<file path="src/rtl/instruction_fetch_sequencer_pkg.sv">
// Shared types and register-file control codes for the instruction fetch sequencer.
// Optional feature macro: FETCH_TIMEOUT_EN adds the ERROR state.
package fetch_pkg;

  typedef enum logic [2:0] {
    IDLE  = 3'd0,
    RD_LO = 3'd1,
    RD_HI = 3'd2,
    VALID = 3'd3,
    DRAIN = 3'd4
`ifdef FETCH_TIMEOUT_EN
    , ERROR = 3'd5
`endif
  } state_t;

  // Address register file FunSel codes
  localparam logic [2:0] FUN_DEC  = 3'b000;
  localparam logic [2:0] FUN_INC  = 3'b001;
  localparam logic [2:0] FUN_LOAD = 3'b010;
  localparam logic [2:0] FUN_CLR  = 3'b011;

  // Active-low register enables {PC,AR,SP}
  localparam logic [2:0] REGSEL_NONE = 3'b111;
  localparam logic [2:0] REGSEL_PC   = 3'b011;

  localparam logic [1:0] OUTSEL_PC = 2'b00;

  // States in which a memory read is outstanding
  function automatic logic is_wait(input state_t s);
    return (s == RD_LO) || (s == RD_HI) || (s == DRAIN);
  endfunction

endpackage

</file>
<file path="src/rtl/instruction_fetch_sequencer_if.sv">
// Fetch-side bus: control inputs, register-file controls, memory read port, decoder handshake.
// FetchErr exists only when FETCH_TIMEOUT_EN is defined.
interface instruction_fetch_sequencer_if #(
  parameter int ADDR_W = 16,
  parameter int DATA_W = 8
);
  logic                  Start;
  logic                  Flush;
  logic [ADDR_W-1:0]     AddrIn;
  logic [1:0]            ArfOutDSel;
  logic [2:0]            ArfFunSel;
  logic [2:0]            ArfRegSel;
  logic [ADDR_W-1:0]     MemAddr;
  logic                  MemReq;
  logic                  MemAck;
  logic [DATA_W-1:0]     MemData;
  logic [2*DATA_W-1:0]   Inst;
  logic                  InstValid;
  logic                  InstReady;
  logic                  Busy;
`ifdef FETCH_TIMEOUT_EN
  logic                  FetchErr;
`endif

  // Sequencer side
  modport master (
    input  Start, Flush, AddrIn, MemAck, MemData, InstReady,
    output ArfOutDSel, ArfFunSel, ArfRegSel, MemAddr, MemReq, Inst, InstValid, Busy
`ifdef FETCH_TIMEOUT_EN
    , output FetchErr
`endif
  );

  // Environment side (register file, memory, decoder)
  modport slave (
    output Start, Flush, AddrIn, MemAck, MemData, InstReady,
    input  ArfOutDSel, ArfFunSel, ArfRegSel, MemAddr, MemReq, Inst, InstValid, Busy
`ifdef FETCH_TIMEOUT_EN
    , input FetchErr
`endif
  );
endinterface

</file>
<file path="src/rtl/instruction_fetch_sequencer_wait_timer.sv">
// fetch_wait_timer: counts cycles spent waiting for MemAck; flags the last allowed wait cycle.
module fetch_wait_timer #(
  parameter int TIMEOUT_CYCLES = 255
) (
  input  logic Clock,
  input  logic ResetN,
  input  logic clr,
  input  logic inc,
  output logic expired
);
  localparam int CNT_W = $clog2(TIMEOUT_CYCLES + 1);

  logic [CNT_W-1:0] cnt;

  // Wait counter; a state change restarts the count
  always_ff @(posedge Clock or negedge ResetN) begin
    if (!ResetN)  cnt <= '0;
    else if (clr) cnt <= '0;
    else if (inc) cnt <= cnt + 1'b1;
  end

  // This wait cycle brings the count to TIMEOUT_CYCLES
  assign expired = inc && (cnt == CNT_W'(TIMEOUT_CYCLES - 1));
endmodule

</file>
<file path="src/rtl/instruction_fetch_sequencer.sv">
// Instruction fetch sequencer: reads two bytes at PC (little-endian), bumps PC through
// the address register file, and hands the 16-bit instruction to the decoder.
// Optional feature macro: FETCH_TIMEOUT_EN (wait timeout -> ERROR state, FetchErr output).
module instruction_fetch_sequencer
  import fetch_pkg::*;
#(
  parameter int ADDR_W         = 16,
  parameter int DATA_W         = 8,
  parameter int TIMEOUT_CYCLES = 255
) (
  input  logic                          Clock,
  input  logic                          ResetN,
  instruction_fetch_sequencer_if.master bus
);
  state_t                state, state_nxt;
  logic [2*DATA_W-1:0]   inst_q;
  logic                  cap_lo, cap_hi;
  logic [2:0]            fun_sel, reg_sel;
  logic                  expired;

`ifdef FETCH_TIMEOUT_EN
  fetch_wait_timer #(.TIMEOUT_CYCLES(TIMEOUT_CYCLES)) u_timer (
    .Clock   (Clock),
    .ResetN  (ResetN),
    .clr     (state_nxt != state),
    .inc     (is_wait(state) && !bus.MemAck),
    .expired (expired)
  );
`else
  assign expired = 1'b0;
`endif

  // State register
  always_ff @(posedge Clock or negedge ResetN) begin
    if (!ResetN) state <= IDLE;
    else         state <= state_nxt;
  end

  // Next state, byte capture strobes and the one-cycle PC increment on an accepted byte
  always_comb begin
    state_nxt = state;
    cap_lo    = 1'b0;
    cap_hi    = 1'b0;
    fun_sel   = FUN_DEC;
    reg_sel   = REGSEL_NONE;
    unique case (state)
      IDLE: if (!bus.Flush && bus.Start) state_nxt = RD_LO;
      RD_LO, RD_HI: begin
        if (bus.Flush) begin
          // An ack in the flush cycle completes the read, so nothing is left to drain
          state_nxt = bus.MemAck ? IDLE : DRAIN;
        end else if (bus.MemAck) begin
          fun_sel   = FUN_INC;
          reg_sel   = REGSEL_PC;
          cap_lo    = (state == RD_LO);
          cap_hi    = (state == RD_HI);
          state_nxt = (state == RD_LO) ? RD_HI : VALID;
        end else if (expired) begin
`ifdef FETCH_TIMEOUT_EN
          state_nxt = ERROR;
`endif
        end
      end
      VALID: begin
        if (bus.Flush)          state_nxt = IDLE;
        else if (bus.InstReady) state_nxt = bus.Start ? RD_LO : IDLE;
      end
      // The outstanding read cannot be retracted; Flush has nothing more to abort here
      DRAIN: begin
        if (bus.MemAck) state_nxt = IDLE;
        else if (expired) begin
`ifdef FETCH_TIMEOUT_EN
          state_nxt = ERROR;
`endif
        end
      end
`ifdef FETCH_TIMEOUT_EN
      ERROR: if (bus.Flush) state_nxt = IDLE;
`endif
      default: state_nxt = IDLE;
    endcase
  end

  // Instruction assembly: low byte first, high byte second
  always_ff @(posedge Clock or negedge ResetN) begin
    if (!ResetN) inst_q <= '0;
    else if (cap_lo) inst_q[DATA_W-1:0]        <= bus.MemData;
    else if (cap_hi) inst_q[2*DATA_W-1:DATA_W] <= bus.MemData;
  end

  assign bus.ArfOutDSel = OUTSEL_PC;
  assign bus.ArfFunSel  = fun_sel;
  assign bus.ArfRegSel  = reg_sel;
  assign bus.MemAddr    = bus.AddrIn;
  assign bus.MemReq     = is_wait(state);
  assign bus.Inst       = inst_q;
  assign bus.InstValid  = (state == VALID);
  assign bus.Busy       = (state != IDLE);
`ifdef FETCH_TIMEOUT_EN
  assign bus.FetchErr   = (state == ERROR);
`endif
endmodule

</file>
<file path="src/flat_wrapper.sv">
// flat-port wrapper written by rule: the top's interface ports become plain ports
module instruction_fetch_sequencer_flat import fetch_pkg::*;
#(
  parameter int ADDR_W         = 16,
  parameter int DATA_W         = 8,
  parameter int TIMEOUT_CYCLES = 255
)
  (Clock, ResetN, bus_Start, bus_Flush, bus_AddrIn, bus_MemAck, bus_MemData, bus_InstReady, bus_ArfOutDSel, bus_ArfFunSel, bus_ArfRegSel, bus_MemAddr, bus_MemReq, bus_Inst, bus_InstValid, bus_Busy);
  instruction_fetch_sequencer_if #(.ADDR_W(ADDR_W), .DATA_W(DATA_W)) bus_i ();
  input  logic Clock;
  input  logic ResetN;
  input wire logic [$bits(bus_i.Start)-1:0] bus_Start;
  input wire logic [$bits(bus_i.Flush)-1:0] bus_Flush;
  input wire logic [$bits(bus_i.AddrIn)-1:0] bus_AddrIn;
  input wire logic [$bits(bus_i.MemAck)-1:0] bus_MemAck;
  input wire logic [$bits(bus_i.MemData)-1:0] bus_MemData;
  input wire logic [$bits(bus_i.InstReady)-1:0] bus_InstReady;
  output wire logic [$bits(bus_i.ArfOutDSel)-1:0] bus_ArfOutDSel;
  output wire logic [$bits(bus_i.ArfFunSel)-1:0] bus_ArfFunSel;
  output wire logic [$bits(bus_i.ArfRegSel)-1:0] bus_ArfRegSel;
  output wire logic [$bits(bus_i.MemAddr)-1:0] bus_MemAddr;
  output wire logic [$bits(bus_i.MemReq)-1:0] bus_MemReq;
  output wire logic [$bits(bus_i.Inst)-1:0] bus_Inst;
  output wire logic [$bits(bus_i.InstValid)-1:0] bus_InstValid;
  output wire logic [$bits(bus_i.Busy)-1:0] bus_Busy;
  assign bus_i.Start = bus_Start;
  assign bus_i.Flush = bus_Flush;
  assign bus_i.AddrIn = bus_AddrIn;
  assign bus_i.MemAck = bus_MemAck;
  assign bus_i.MemData = bus_MemData;
  assign bus_i.InstReady = bus_InstReady;
  assign bus_ArfOutDSel = bus_i.ArfOutDSel;
  assign bus_ArfFunSel = bus_i.ArfFunSel;
  assign bus_ArfRegSel = bus_i.ArfRegSel;
  assign bus_MemAddr = bus_i.MemAddr;
  assign bus_MemReq = bus_i.MemReq;
  assign bus_Inst = bus_i.Inst;
  assign bus_InstValid = bus_i.InstValid;
  assign bus_Busy = bus_i.Busy;
  instruction_fetch_sequencer #(.ADDR_W(ADDR_W), .DATA_W(DATA_W), .TIMEOUT_CYCLES(TIMEOUT_CYCLES)) u_core (.Clock(Clock), .ResetN(ResetN), .bus(bus_i));
endmodule
</file>
<file path="config.mk">
export PLATFORM = sky130hd
export DESIGN_NAME = instruction_fetch_sequencer_flat
export DESIGN_NICKNAME = d
export VERILOG_FILES = /design/src/rtl/instruction_fetch_sequencer_pkg.sv /design/src/rtl/instruction_fetch_sequencer_if.sv /design/src/rtl/instruction_fetch_sequencer_wait_timer.sv /design/src/rtl/instruction_fetch_sequencer.sv /design/src/flat_wrapper.sv
export SDC_FILE = /design/constraint.sdc
export NUM_CORES = 1
export LEC_CHECK = 0
export BUFFER_PORTS_ARGS = -buffer_cell sky130_fd_sc_hd__buf_2
export CAP_MARGIN = 5
export CORE_MARGIN = 5
export CORE_UTILIZATION = 25
export CTS_CLUSTER_DIAMETER = 30
export DETAILED_ROUTE_END_ITERATION = 7
export MAX_ROUTING_LAYER = met4
export PLACE_DENSITY = 0.54
export SYNTH_ARGS = -nofsm -noshare
export SYNTH_HDL_FRONTEND = slang
export SYNTH_SLANG_ARGS = --single-unit
</file>
<file path="constraint.sdc">
create_clock -name Clock -period 1.6 [get_ports Clock]
set_input_delay 0 -clock Clock [delete_from_list [all_inputs] [get_ports Clock]]
set_output_delay 0 -clock Clock [all_outputs]
set_load 0.01 [all_outputs]
</file>
==> reports/qor.txt, run 1 <==
Status = finished, final reports clean
Area Growth Syn to Fin = 24.7%
Initial Util = 26.0%
Nets = 155
DR WL/cell = 12.6 µm
FF-to-FF Start = u_core.state[1]
Fin. Hold Viols = 0
H-tree depth = 1
Max Root-Sink Buffers = 2
# IOs = 73
Total CTS buffers = 3
Mapped Cells = 91
Largest net degree at the start of global routing = 20
Num Clock Sinks = 19
Most area-consuming cells after synthesis = dfrtp_1 (46%), mux2_2 (18%), buf_4 (16%)
WL final = 2190 µm
Crit-path max FO = 8
Register area share after synthesis = 45.8%
Layout filler cell count = 403
CP Data Required Time = 1.73 ns
Critical path class = register to register
Warnings from Yosys = 0
Final period utilization = 95.0%
Yosys top cell by area = dfrtp_1
Yosys cell types = 25
Crit. End Element = register
Gate power share = 47.7%
Switching power = 0.000808 W
Reg power frac = 38.3%
Max_cap viols = 0
Core area = 4000 µm²
CP startpoint = u_core.state[1]
Area taken by multi-input logic gates = 394 µm²
Met1 GRT Util = 10.3%
Yosys top cell area share = 45.8%
First drt pass iteration count = 4
Hold crit path type = input port to output port
Final Slew Violations = 0
Post-DR vias/cell = 4.34
Worst skew pair latency = 0.25 ns
Power, Total = 0.00230 W
Total gr overflow = 0
WHS = 0.00000447 ns
Syn avg cell area = 11.4 µm²
Met2 usage = 12.7%
Layout Skew = 0.00268 ns
Die area = 5540 µm²
Setup-failing EPs final = 0
Die W = 74.5 µm
RSZ-0062 raised after global routing = true
Via Count = 756
DRC errors left = 0
FF+latch count, synth = 19
DRT antenna net count = 0
Lkg Pwr = 0.650 nW
Die Y = 74.5 µm
Final period demand of the worst path = 1.52 ns
Cell area power density = 1780 nW/µm²
Vias in the first global route = 779
Placer Congestion = 0.711
Setup tns final = 0 ns
Final cell count without fillers = 174
Root Driver = clkbuf_8
Grt peak-use layer = met2
CTS clock-pin slew for the worst setup and hold paths = 0.07 ns
Fraction of layout cells with a size suffix above 1 = 52.4%
F_max = 0.658 GHz
Maximum vdd drop = 0.000679 V
Worst EP arrival = 1.65 ns
Clk network pwr share = 14.0%
Switch share = 35.1%
Min-delay src = bus_AddrIn[13]
Mapped cell area = 1040 µm²
TritonCTS clock tree = done
Initial DRC Count = 10
ANT cells = 0
First-pass GRT wire length = 3480 µm
M3 GR Usage = 2.84%
Element type at the critical path start = register
Port Buffer Count = 34
Post-Place Cells = 160
Initial antenna violation count = 0
Int Pwr = 0.00149 W
Register Area = 478 µm²
Row count = 23
Total GRT Usage = 8.20%
==> cell usage after synthesis <==
library cell,count
a21o_1,1
mux2_2,17
a2bb2oi_1,1
a21oi_1,2
o21bai_1,1
o22ai_1,1
nor2b_1,1
nand2b_1,1
buf_4,22
nor3b_1,3
buf_6,1
conb_1,2
buf_2,1
and2_1,1
nor2b_2,1
nor4bb_1,1
nor2_1,4
a221oi_1,2
dfrtp_1,19
and2b_1,2
nand2_2,2
inv_1,2
nand2_1,1
or3_1,1
o21ai_0,1
==> through the flow <==
step                      instance area, µm²  setup WS, ns  util, %
after floorplan                         1050        0.0583        -
after global placement                  1140         0.107     28.6
after detailed placement                1140       -0.0177     28.6
after CTS                               1290        0.0247     32.3
after global routing                    1290       -0.0212     32.4
final                                   1290        0.0803     32.4
==> final cells by class <==
cell class / instances / share of cell area, %
Clock buffer: 4 / 3.48
Inverter: 2 / 0.580
Multi-Input combinational cell: 50 / 30.4
Sequential cell: 19 / 36.9
Tap cell: 50 / 4.83
Timing Repair Buffer: 49 / 23.8
==> cell families (layout without fill, tap and decap cells) <==
logic type	Yosys count	in the layout	share of synthesized area, %
buf+inv	26	55	18.2
flops	19	19	45.8
simple gates	18	18	10.8
mux	17	17	18.4
compound gates	9	9	6.03
other cells	2	6	0.723
==> worst paths after layout <==
| kind | to | slack [ns] | cells after the start |
|---|---|---|---|
| worst max-delay path | u_core.state[0] | 0.08 | 5 |
| worst min-delay path | bus_MemAddr[13] | 0.000004 | 0 |
| worst max register to register | u_core.state[0] | 0.08 | 5 |
| worst min register to register | u_core.bus.Inst[13] | 0.50 | 1 |
| max in group asynchronous | u_core.state[0] | 1.07 | 2 |
| min in group asynchronous | u_core.bus.Inst[3] | 0.21 | 2 |
==> cells in the final DEF, fill, tap and decap left out, types with 3 or more instances in the layout <==
cell and instances:
conb_1 6, nor2_1 4, buf_4 5, clkbuf_8 3
buf_2 34, dlygate4sd3_1 10, mux2_2 17, dfrtp_1 17
==> worst max-delay path, cell delays in order (launching register included) <==
cell and delay, ns:
dfrtp_2 0.45, buf_4 0.16, nor2_1 0.11, a221oi_1 0.09, o22ai_1 0.22, mux2_2 0.36
==> power by group through the flow <==
| stage | clock, W | combinational, W | sequential, W |
|---|---|---|---|
| after CTS | 0.000342 | 0.00112 | 0.000879 |
| after floorplan | 0 | 0.000647 | 0.000934 |
| after detailed placement | 0 | 0.00110 | 0.000871 |
| final | 0.000322 | 0.00110 | 0.000881 |
| after global placement | 0 | 0.00107 | 0.000862 |
| after global routing | 0.000359 | 0.00121 | 0.000917 |
==> layer usage <==
layer,vias to the layer above,routed length [µm]
li1,345,-
met2,50,1000
met4,0,5
met3,2,277
met5,-,0
met1,359,900
==> registers in the layout, summed over array words and instances, names as in the netlist <==
register / cells
u_core.state: 3
u_core.bus.Inst: 16
==> timing repair <==
item | CTS | global route
hold buffers | 10 | 0
buffers inserted | 0 | 0
resized for setup | 2 | 2
endpoints found under the hold margin | 36 | 0
endpoints found under the setup margin | 1 | 2
(Power assumes the default switching activity.)
==> run 2, diff against run 1 <==
--- a/config.mk
+++ b/config.mk
@@ -11,8 +11,7 @@
 export CORE_UTILIZATION = 25
 export CTS_CLUSTER_DIAMETER = 30
 export DETAILED_ROUTE_END_ITERATION = 7
-export MAX_ROUTING_LAYER = met4
-export PLACE_DENSITY = 0.54
+export PLACE_DENSITY = 0.52
 export SYNTH_ARGS = -nofsm -noshare
 export SYNTH_HDL_FRONTEND = slang
 export SYNTH_SLANG_ARGS = --single-unit
==> constraint.sdc (replaced) <==
create_clock -name Clock -period 1.4 [get_ports Clock]
set_input_delay 0 -clock Clock [delete_from_list [all_inputs] [get_ports Clock]]
set_output_delay 0 -clock Clock [all_outputs]
set_load 0.01 [all_outputs]
==> run 2 against run 1 <==
  * The flow now finishes with violations (setup timing)
  * Power up 33%
  * Sequential power up 16%
  * Fmax up 2.4%
  * Hold slack about the same
  * Cell area up 13%
  * Largest power group unchanged
==> reports/qor.txt, run 2 (synthesized netlist as in run 1, its figures left out) <==
Most frequent cells in the layout = buf_2 (33), dfrtp_1 (16), buf_4 (11)
Die area = 5540 µm²
Num Clock Sinks = 19
DRC errors left = 0
Via Count = 765
First drt pass iteration count = 4
# IOs = 73
Area Growth Syn to Fin = 40.5%
Total CTS buffers = 3
WL final = 2390 µm
DRT antenna net count = 0
CP Data Required Time = 1.53 ns
Total GRT Usage = 8.46%
CTS clock-pin slew for the worst setup and hold paths = 0.06 ns
Status = finished, violations left
Die W = 74.5 µm
Largest net degree at the start of global routing = 20
Element type at the critical path start = register
Final cell count without fillers = 181
Violated checks = setup timing
Final period utilization = 106%
Die Y = 74.5 µm
Worst skew pair latency = 0.25 ns
Row count = 23
Critical path class = register to register
ANT cells = 0
DP Wirelength = 1620 µm
Final Util = 36.5%
Max Root-Sink Buffers = 2
Vias in the first global route = 806
Layout filler cell count = 401
Root Driver = clkbuf_8
Fraction of layout cells with a size suffix above 1 = 62.6%
Max_cap viols = 0
Final Slew Violations = 0
Final period demand of the worst path = 1.48 ns
F_max = 0.674 GHz
TritonCTS clock tree = done
Area taken by multi-input logic gates = 494 µm²
Initial Util = 26.0%
CP Cell Sequence = nor3b_4, a221oi_2, o22ai_2, mux2_4
Crit. End Element = register
Worst EP arrival = 1.62 ns
Register Area = 479 µm²
Fin. Hold Viols = 0
Core area = 4000 µm²
Number of flip-flops in the largest register = 16
DR WL/cell = 13.2 µm
Nets = 162
Hold crit path type = input port to output port
Cell area power density = 2100 nW/µm²
Crit path largest cell delay = 0.46 ns
First-pass GRT wire length = 3660 µm
Layout Skew = 0.00193 ns
Placer Congestion = 0.810
Setup-failing EPs final = 11
H-tree depth = 1
Lkg Pwr = 0.745 nW
Post-DR vias/cell = 4.23
Most common cell after layout, fill and taps aside = buf_2
RSZ-0062 raised after global routing = true
Total gr overflow = 0
Initial DRC Count = 31
Post-Place Cells = 160
Maximum vdd drop = 0.000891 V
Port Buffer Count = 34
Critical-path top delay cell = dfrtp_2
Initial antenna violation count = 0
Worst Slack Setup Final = -0.0846 ns
Crit-path max FO = 6
Buffers and inverters on the worst path = 0
CP delay by family, top = flip-flops
Setup tns final = -0.249 ns
## run 2: cell count changes in the layout (fill, tap and decap cells not counted), sizes merged
| cell | previous run | this run |
|---|---|---|
| buf | 39 | 46 |
## run 2: power by group
part	internal, W	switching [W]	leakage [nW]
clock	0.000202	0.000161	0.0228
combinational	0.000980	0.000703	0.491
sequential	0.000823	0.000195	0.231
total	0.00200	0.00106	0.745
## run 2: cell type report
type / count / area share (%)
flip-flops and latches: 19 / 32.8
clock buffers: 4 / 3.09
multi-input cells: 50 / 33.9
inverters: 2 / 0.515
repair buffers: 56 / 25.4
well taps: 50 / 4.29
## run 2: worst register-to-register path, stage by stage, from the launching register on
cell      delay [ns]
dfrtp_2         0.46
nor3b_4         0.25
a221oi_2        0.10
o22ai_2         0.24
mux2_4          0.32
## run 2: worst paths after layout
kind	from	end	slack, ns	cells past startpoint
setup / recovery	u_core.state[2]	u_core.state[0]	-0.08	4
hold / removal	bus_AddrIn[3]	bus_MemAddr[3]	0.000004	0
setup reg to reg	u_core.state[2]	u_core.state[0]	-0.08	4
hold reg to reg	u_core.bus.Inst[6]	u_core.bus.Inst[6]	0.50	1
max in group asynchronous	ResetN	u_core.state[2]	0.88	2
min in group asynchronous	ResetN	u_core.bus.Inst[2]	0.21	2
## run 2: per-layer routing
| layer | GRT usage [%] | share of wire, % |
|---|---|---|
| met1 | 10.0 | 40 |
| met2 | 14.3 | 49 |
| met3 | 3.11 | 10 |
| met4 | 2.37 | 0.50 |
| met5 | 0 | 0 |
## run 2: stage by stage
| stage | cell area [µm²] | hold slack [ns] | worst slack (ns) | total power [W] |
|---|---|---|---|---|
| CTS | 1390 | 0.0000686 | -0.0433 | 0.00289 |
| global placement | 1150 | -0.0493 | -0.0922 | 0.00222 |
| finish | 1460 | 0.00000446 | -0.0846 | 0.00306 |
| detailed placement | 1150 | -0.0414 | -0.174 | 0.00226 |
| global route | 1460 | 0.0000274 | -0.117 | 0.00329 |
| floorplan | 1060 | -0.296 | -0.0531 | 0.00182 |
## run 2: repair_timing
action | CTS | global route
hold endpoints to repair | 34 | 0
buffers inserted | 6 | 1
endpoints found under the setup margin | 19 | 14
hold buffers | 10 | 0
pin swaps | 5 | 2
gates resized for setup | 15 | 14
